===== config.mk =====
export PLATFORM = sky130hd
export DESIGN_NAME = pipe_mem_stage
export DESIGN_NICKNAME = d
export VERILOG_FILES = /design/src/rtl/pipe_mem_stage.sv
export SDC_FILE = /design/constraint.sdc
export NUM_CORES = 1
export LEC_CHECK = 0
export CAP_MARGIN = 20
export CELL_PAD_IN_SITES_DETAIL_PLACEMENT = 1
export CELL_PAD_IN_SITES_GLOBAL_PLACEMENT = 2
export CORE_MARGIN = 2
export CORE_UTILIZATION = 38
export CTS_CLUSTER_SIZE = 14
export DETAILED_ROUTE_END_ITERATION = 7
export DONT_BUFFER_PORTS = 1
export PLACE_DENSITY_LB_ADDON = 0.12
export SLEW_MARGIN = 20
export SYNTH_ARGS = -nofsm -noshare
export SYNTH_HDL_FRONTEND = slang
export SYNTH_SLANG_ARGS = --single-unit

===== constraint.sdc =====
create_clock -name clock -period 5.5 [get_ports clock]
set_input_delay 1.1 -clock clock [delete_from_list [all_inputs] [get_ports clock]]
set_output_delay 1.1 -clock clock [all_outputs]
set_load 0.02 [all_outputs]

===== src/rtl/pipe_mem_stage.sv =====
// MEM stage: issues byte/half/word loads and stores to a req/ack data memory,
// stalls upstream while an access is outstanding, and feeds MEM/WB.
module pipe_mem_stage #(
    parameter int unsigned TIMEOUT = 15
) (
    input  logic        clock,
    input  logic        reset,
    input  logic        mwreg,
    input  logic        mm2reg,
    input  logic        mwmem,
    input  logic [1:0]  msize,
    input  logic        msign,
    input  logic [31:0] malu,
    input  logic [31:0] mb,
    input  logic [4:0]  mrn,
    output logic        ow_wreg,
    output logic        ow_m2reg,
    output logic [4:0]  ow_rn,
    output logic [31:0] ow_alu,
    output logic [31:0] mmo,
    output logic        mstall,
    output logic        dm_req,
    output logic        dm_we,
    output logic [31:0] dm_addr,
    output logic [3:0]  dm_be,
    output logic [31:0] dm_wdata,
    input  logic        dm_ack,
    input  logic [31:0] dm_rdata,
    output logic        maddr_err,
    output logic        mbus_err,
    output logic [31:0] mbadvaddr
);
    typedef enum logic [1:0] {IDLE, REQ, DONE} state_t;

    state_t      state, state_nx;
    logic [7:0]  cnt;
    logic        abort;
    logic [31:0] rdata_q, bad_q, addr_q, wdata_q;
    logic [3:0]  be_q;
    logic        we_q, sign_q;
    logic [1:0]  size_q, lane_q;

    logic        mem_op, misaligned, timed_out;
    logic [3:0]  st_be;
    logic [31:0] st_wdata, ld_ext;
    logic [7:0]  b_sel;
    logic [15:0] h_sel;

    assign mem_op     = mm2reg | mwmem;
    assign misaligned = ((msize == 2'b01) & malu[0]) | (msize[1] & (malu[1:0] != 2'b00));
    assign timed_out  = (cnt == 8'(TIMEOUT - 1));

    always_comb begin
        st_be    = 4'b1111;
        st_wdata = mb;
        case (msize)
            2'b00: begin
                st_be    = 4'b0001 << malu[1:0];
                st_wdata = {4{mb[7:0]}};
            end
            2'b01: begin
                st_be    = malu[1] ? 4'b1100 : 4'b0011;
                st_wdata = {2{mb[15:0]}};
            end
            default: ;
        endcase
    end

    // Extraction uses the lane/size latched at issue, not the live inputs.
    always_comb begin
        b_sel  = dm_rdata[{lane_q, 3'b000} +: 8];
        h_sel  = lane_q[1] ? dm_rdata[31:16] : dm_rdata[15:0];
        ld_ext = dm_rdata;
        case (size_q)
            2'b00:   ld_ext = {{24{sign_q & b_sel[7]}}, b_sel};
            2'b01:   ld_ext = {{16{sign_q & h_sel[15]}}, h_sel};
            default: ;
        endcase
    end

    always_ff @(posedge clock or posedge reset) begin
        if (reset) begin
            state   <= IDLE;
            cnt     <= '0;
            abort   <= 1'b0;
            rdata_q <= '0;
            bad_q   <= '0;
            addr_q  <= '0;
            be_q    <= '0;
            wdata_q <= '0;
            we_q    <= 1'b0;
            size_q  <= '0;
            sign_q  <= 1'b0;
            lane_q  <= '0;
        end else begin
            state <= state_nx;
            case (state)
                IDLE: if (mem_op) begin
                    if (misaligned) begin
                        bad_q <= malu;
                    end else begin
                        addr_q  <= {malu[31:2], 2'b00};
                        lane_q  <= malu[1:0];
                        be_q    <= mm2reg ? 4'b1111 : st_be;
                        wdata_q <= st_wdata;
                        we_q    <= ~mm2reg;
                        size_q  <= msize;
                        sign_q  <= msign;
                        cnt     <= '0;
                        abort   <= 1'b0;
                    end
                end
                REQ: begin
                    if (dm_ack) begin
                        if (!we_q) rdata_q <= ld_ext;
                    end else if (timed_out) begin
                        abort <= 1'b1;
                        bad_q <= {addr_q[31:2], lane_q};
                    end else begin
                        cnt <= cnt + 8'd1;
                    end
                end
                default: ;
            endcase
        end
    end

    always_comb begin
        state_nx  = state;
        ow_wreg   = mwreg;
        mmo       = '0;
        mstall    = 1'b0;
        maddr_err = 1'b0;
        mbus_err  = 1'b0;
        case (state)
            IDLE: if (mem_op) begin
                ow_wreg = 1'b0;
                if (misaligned) begin
                    maddr_err = 1'b1;
                end else begin
                    mstall   = 1'b1;
                    state_nx = REQ;
                end
            end
            REQ: begin
                ow_wreg = 1'b0;
                mstall  = 1'b1;
                if (dm_ack || timed_out) state_nx = DONE;
            end
            DONE: begin
                mmo      = mm2reg ? rdata_q : '0;
                ow_wreg  = mwreg & ~abort;
                mbus_err = abort;
                state_nx = IDLE;
            end
            default: state_nx = IDLE;
        endcase
    end

    assign dm_req    = (state == REQ);
    assign dm_we     = we_q;
    assign dm_addr   = addr_q;
    assign dm_be     = be_q;
    assign dm_wdata  = wdata_q;
    assign mbadvaddr = bad_q;
    assign ow_m2reg  = mm2reg;
    assign ow_rn     = mrn;
    assign ow_alu    = malu;
endmodule


; ---- After elaboration in Yosys (flattened, before gate mapping)
; Cells that the tools add are included.
[word_totals]
elab_cells = 86
regBits = 147
mem_bits_ro = 0
latchBits = 0
n_memories = 0
in_bits = 110
ramBits = 0
[classes]
add_sub_neg = 1
n_mux = 36
bitwise = 11
div = 0
n_eq_ne = 12
reduce_logical = 12
n_lt_le_gt_ge = 0
shifts = 2
n_mul = 0
[ops]
columns = operator, n
row1 = 32-bit 2-to-1 mux, 6
row2 = 32-bit one-hot mux with 2 select lines, 3
row3 = 8-bit 2-to-1 mux, 4
row4 = 32-bit by 6-bit indexed part select with 8-bit output, 1
row5 = 16-bit 2-to-1 mux, 1
row6 = 8-bit one-hot mux with 2 select lines, 1
row7 = 5-bit AND reduction, 3
row8 = 1-bit 2-to-1 mux, 11
row9 = 2-bit inequality test (second input constant), 5
row10 = 3-bit AND reduction, 3
row11 = 8-bit by 1-bit adder with 8-bit output (second input constant), 1
row12 = 8-bit by 4-bit equality test with 1-bit output (second input constant), 1
row13 = 4-bit 2-to-1 mux, 2
row14 = 4-bit one-hot mux with 2 select lines, 1
row15 = 2-bit by 1-bit equality test with 1-bit output (second input constant), 3
row16 = 2-bit logical NOT, 3
row17 = 2-bit 2-to-1 mux, 3
row18 = 1-bit AND, 5
row19 = 2-bit by 1-bit inequality test with 1-bit output (second input constant), 2
row20 = 1-bit inverter, 4
row21 = 1-bit one-hot mux with 2 select lines, 2
row22 = 2-bit one-hot mux with 2 select lines, 1
row23 = 2-bit nonzero test, 2
row24 = 1-bit by 2-bit left shift with 4-bit output (first input constant), 1
row25 = 4 further kinds, 5

; ---- Logic depth before layout (Yosys ltp)
[depth]
depth_word = 6
depth_mapped = 8

; ---- Worst setup path before layout
; OpenSTA, ideal clock, no wires.
[synth_path]
kind = input to output
from = in mwmem
to = out mstall
required_ns = 4.400
arrival_time_ns = 2.235
path_stages = 5
path_slack_ns = 2.165
path_cell_list = or4_4 > o211ai_2 > buf_6 > buf_2 > nand2_1
[synth_via]
elab_chain_cells = 3
[synth_lines]
columns = item, line
row1 = "start, declared", 10  ; input logic mwmem,
row2 = 1-bit bitwise OR, 49  ; assign mem_op = mm2reg | mwmem;
row3 = 1-bit 2-to-1 mux, 136  ; IDLE: if (mem_op) begin
row4 = 1-bit one-hot mux with 2 select lines, 135  ; case (state)
row5 = "end, declared", 21  ; output logic mstall,
; No other way between the ends.

; ---- Worst setup path in the final report
; Ends and elaborated chain as after synthesis.

==> out/qor.yml <==
grt_usage_pct: 19.0
final_common_cell: "nand2_1"
async_flop_share_pct: 100
tightestPinTransition_ns: 1.02
via_count: 5137
slowest_delay_ns: 0.50
worstSkewPairLatency_ns: 0.42
design.portCount: 286
finish.utilization_pct: 41.0
syn_to_final_growth_pct: 6.34
arrival_ns: 2.24
status: "completed"
grt_max_degree: 108
antenna_found_initial: 0
p_leak_nw: 3.56
ir_worst_vdd_mv: 0.294
synth-seq-cells: 147
finalSetupViolCount: 0
synth-edff-count: 0
cellPowerDensity_mw_per_mm2: 629
num_antenna_cells: 0
core_area_mm2: 0.0194
period_minus_slack_ns: 3.34
fillers: 2160
clk_transition_reported_paths_ns: 0.06
grt_first_pass_wirelength_mm: 30.4
die_area_mm2: 0.0208
netlist_instances: 739
setup_slack_ns: 2.16
first_pass_iters: 4
nets: 792
final_antenna_net_count: 0
final_hold_viol_count: 0
worstPathMaxFanout: 30
grt_pass1_vias: 5471
io_buffers: 0
slew_headroom_pct: 31.6
endpoint_kind: "primary output"
routed_wl_mm: 20.0
hold_class: "reg -> reg"
drcViolationCount: 0
grt_overflow: 0
dr.first_iter.drc_count: 184
die_y_um: 144
placed_cells: 925
critPathKind: "in -> out"
ys.flop_type: "dfrtp_1"
cts_hold_buf: 0
fin_crit_sh_pct: 60.7
dieWidth_um: 144
initial_core_util_pct: 38.5
cts_setup_buffers: 0
yosysSeqAreaShare_pct: 49.2
cts_tree: "done"
syn_area_mm2: 0.00747
numCtsBuffers: 17
place_ws_ns: 1.97
cts_repair_resize_count: 0
skew_ns: 0.0127
drt-vias-per-instance: 5.37
synth.distinct_cells: 53
place.gp.congestion: 0.800
timing.hold.ws_ns: 0.470
tns_ns: 0
worst-path-buf-inv: 0
maxCapViolCount: 0
hpwl_mm: 13.9
cts.path.max_buffers: 2
crit_path_start_kind: "input pin"
stdcell_count: 957
synth_area_per_cell_um2: 10.1
layout_common_cells: "nand2_1, dfrtp_1, mux2_2"
rows: 51
maxSlewViolCount: 0
cts_num_sinks: 147
drive_gt1_share_pct: 19.2
wl_per_cell_um: 20.9
fmax_mhz: 300
crit_chain: "or4_4 -> o211ai_4 -> nand2_1"
crit_path_top_delay_cell: "or4_4"
cp_top_family: "simple AND/OR/NAND/NOR gates"
yosysWarnings: 0
cts_root_buf: "clkbuf_16"
rsz0062_at_grt: "no"
htree_levels: 4
worstPathRequired_ns: 4.40
sequential cells by signal, summed over array words and instances (netlist names), 4 cells and up:
signal,flops
cnt,8
dm_addr,30
dm_be,4
dm_wdata,32
mbadvaddr,32
rdata_q,32
worst register-to-register path: stages, from the launching register on:
cell      delay, ns
dfrtp_1        0.50
or4_4          0.59
o211ai_4       0.33
buf_4          0.89
or4b_1         0.53
nand2_1        0.09
report_power, final:
part           leakage, nW  switching [W]  internal (W)
clock                0.272       0.000485      0.000674
sequential            1.79       0.000939       0.00158
combinational         1.50       0.000719      0.000601
Yosys cell counts (3+ instances only):
library cell    n  area share (%)
nor2_1         22             1.1
and2_1         33             2.8
buf_4          44             4.4
a21oi_1        19             1.3
mux2_2         80              12
a222oi_1        6            0.80
mux2i_1        26             3.5
mux2_1          3            0.45
nand2_1       163             8.2
nand3_1        39             2.6
o21ai_0        48             3.2
inv_1           9            0.45
nand2b_1        4            0.33
clkbuf_1       20             1.0
buf_1           3            0.15
dfrtp_1       147              49
a21boi_0        4            0.40
buf_2          11            0.74
buf_6           7             1.1
nand3b_1        9            0.90
layer usage:
metal | share of wire (%) | global-route usage (%)
met4 | 1.1 | 5.21
met5 | 0 | 0
met1 | 42 | 24.3
met3 | 9.4 | 7.62
met2 | 47 | 30.1
per-stage QoR:
stage	cell area, µm²	power, W
2_1_floorplan	7480	0.00354
3_3_place_gp	7340	0.00382
3_5_place_dp	7340	0.00391
4_1_cts	7920	0.00509
5_1_grt	7950	0.00535
6_report	7950	0.00500
worst paths after layout:
kind | to | startpoint | cells after the start | slack [ns]
min reg2reg | rdata_q[4] | rdata_q[4] | 2 | 0.47
max reg2reg | cnt[4] | state[1] | 5 | 2.52
max | mstall | mwmem | 3 | 2.16
min | rdata_q[4] | rdata_q[4] | 2 | 0.47
max in group asynchronous | mbadvaddr[0] | reset | 3 | 3.74
min in group asynchronous | mbadvaddr[16] | reset | 1 | 0.50
kinds of logic (layout without fill, tap and decap cells):
logic type	count (synthesis)	in the layout	share of synthesized area [%]
fa+ha+maj	2	2	0.335
simple gates	289	289	18.2
buf+inv	95	47	7.90
flops	147	147	49.2
compound gates	94	94	7.83
mux	111	111	16.5
other cells	1	2	0.0502
area by class of cell:
type / count / area, µm² / share of cell area [%]
well taps: 265 / 332 / 4.17
multi-input cells: 498 / 3250 / 40.9
inverters: 10 / 45.0 / 0.567
repair buffers: 6 / 65.1 / 0.819
clock buffers: 18 / 429 / 5.40
flip-flops and latches: 147 / 3680 / 46.3
clock inverters: 13 / 150 / 1.89
Power figures use the tool's default switching activity.
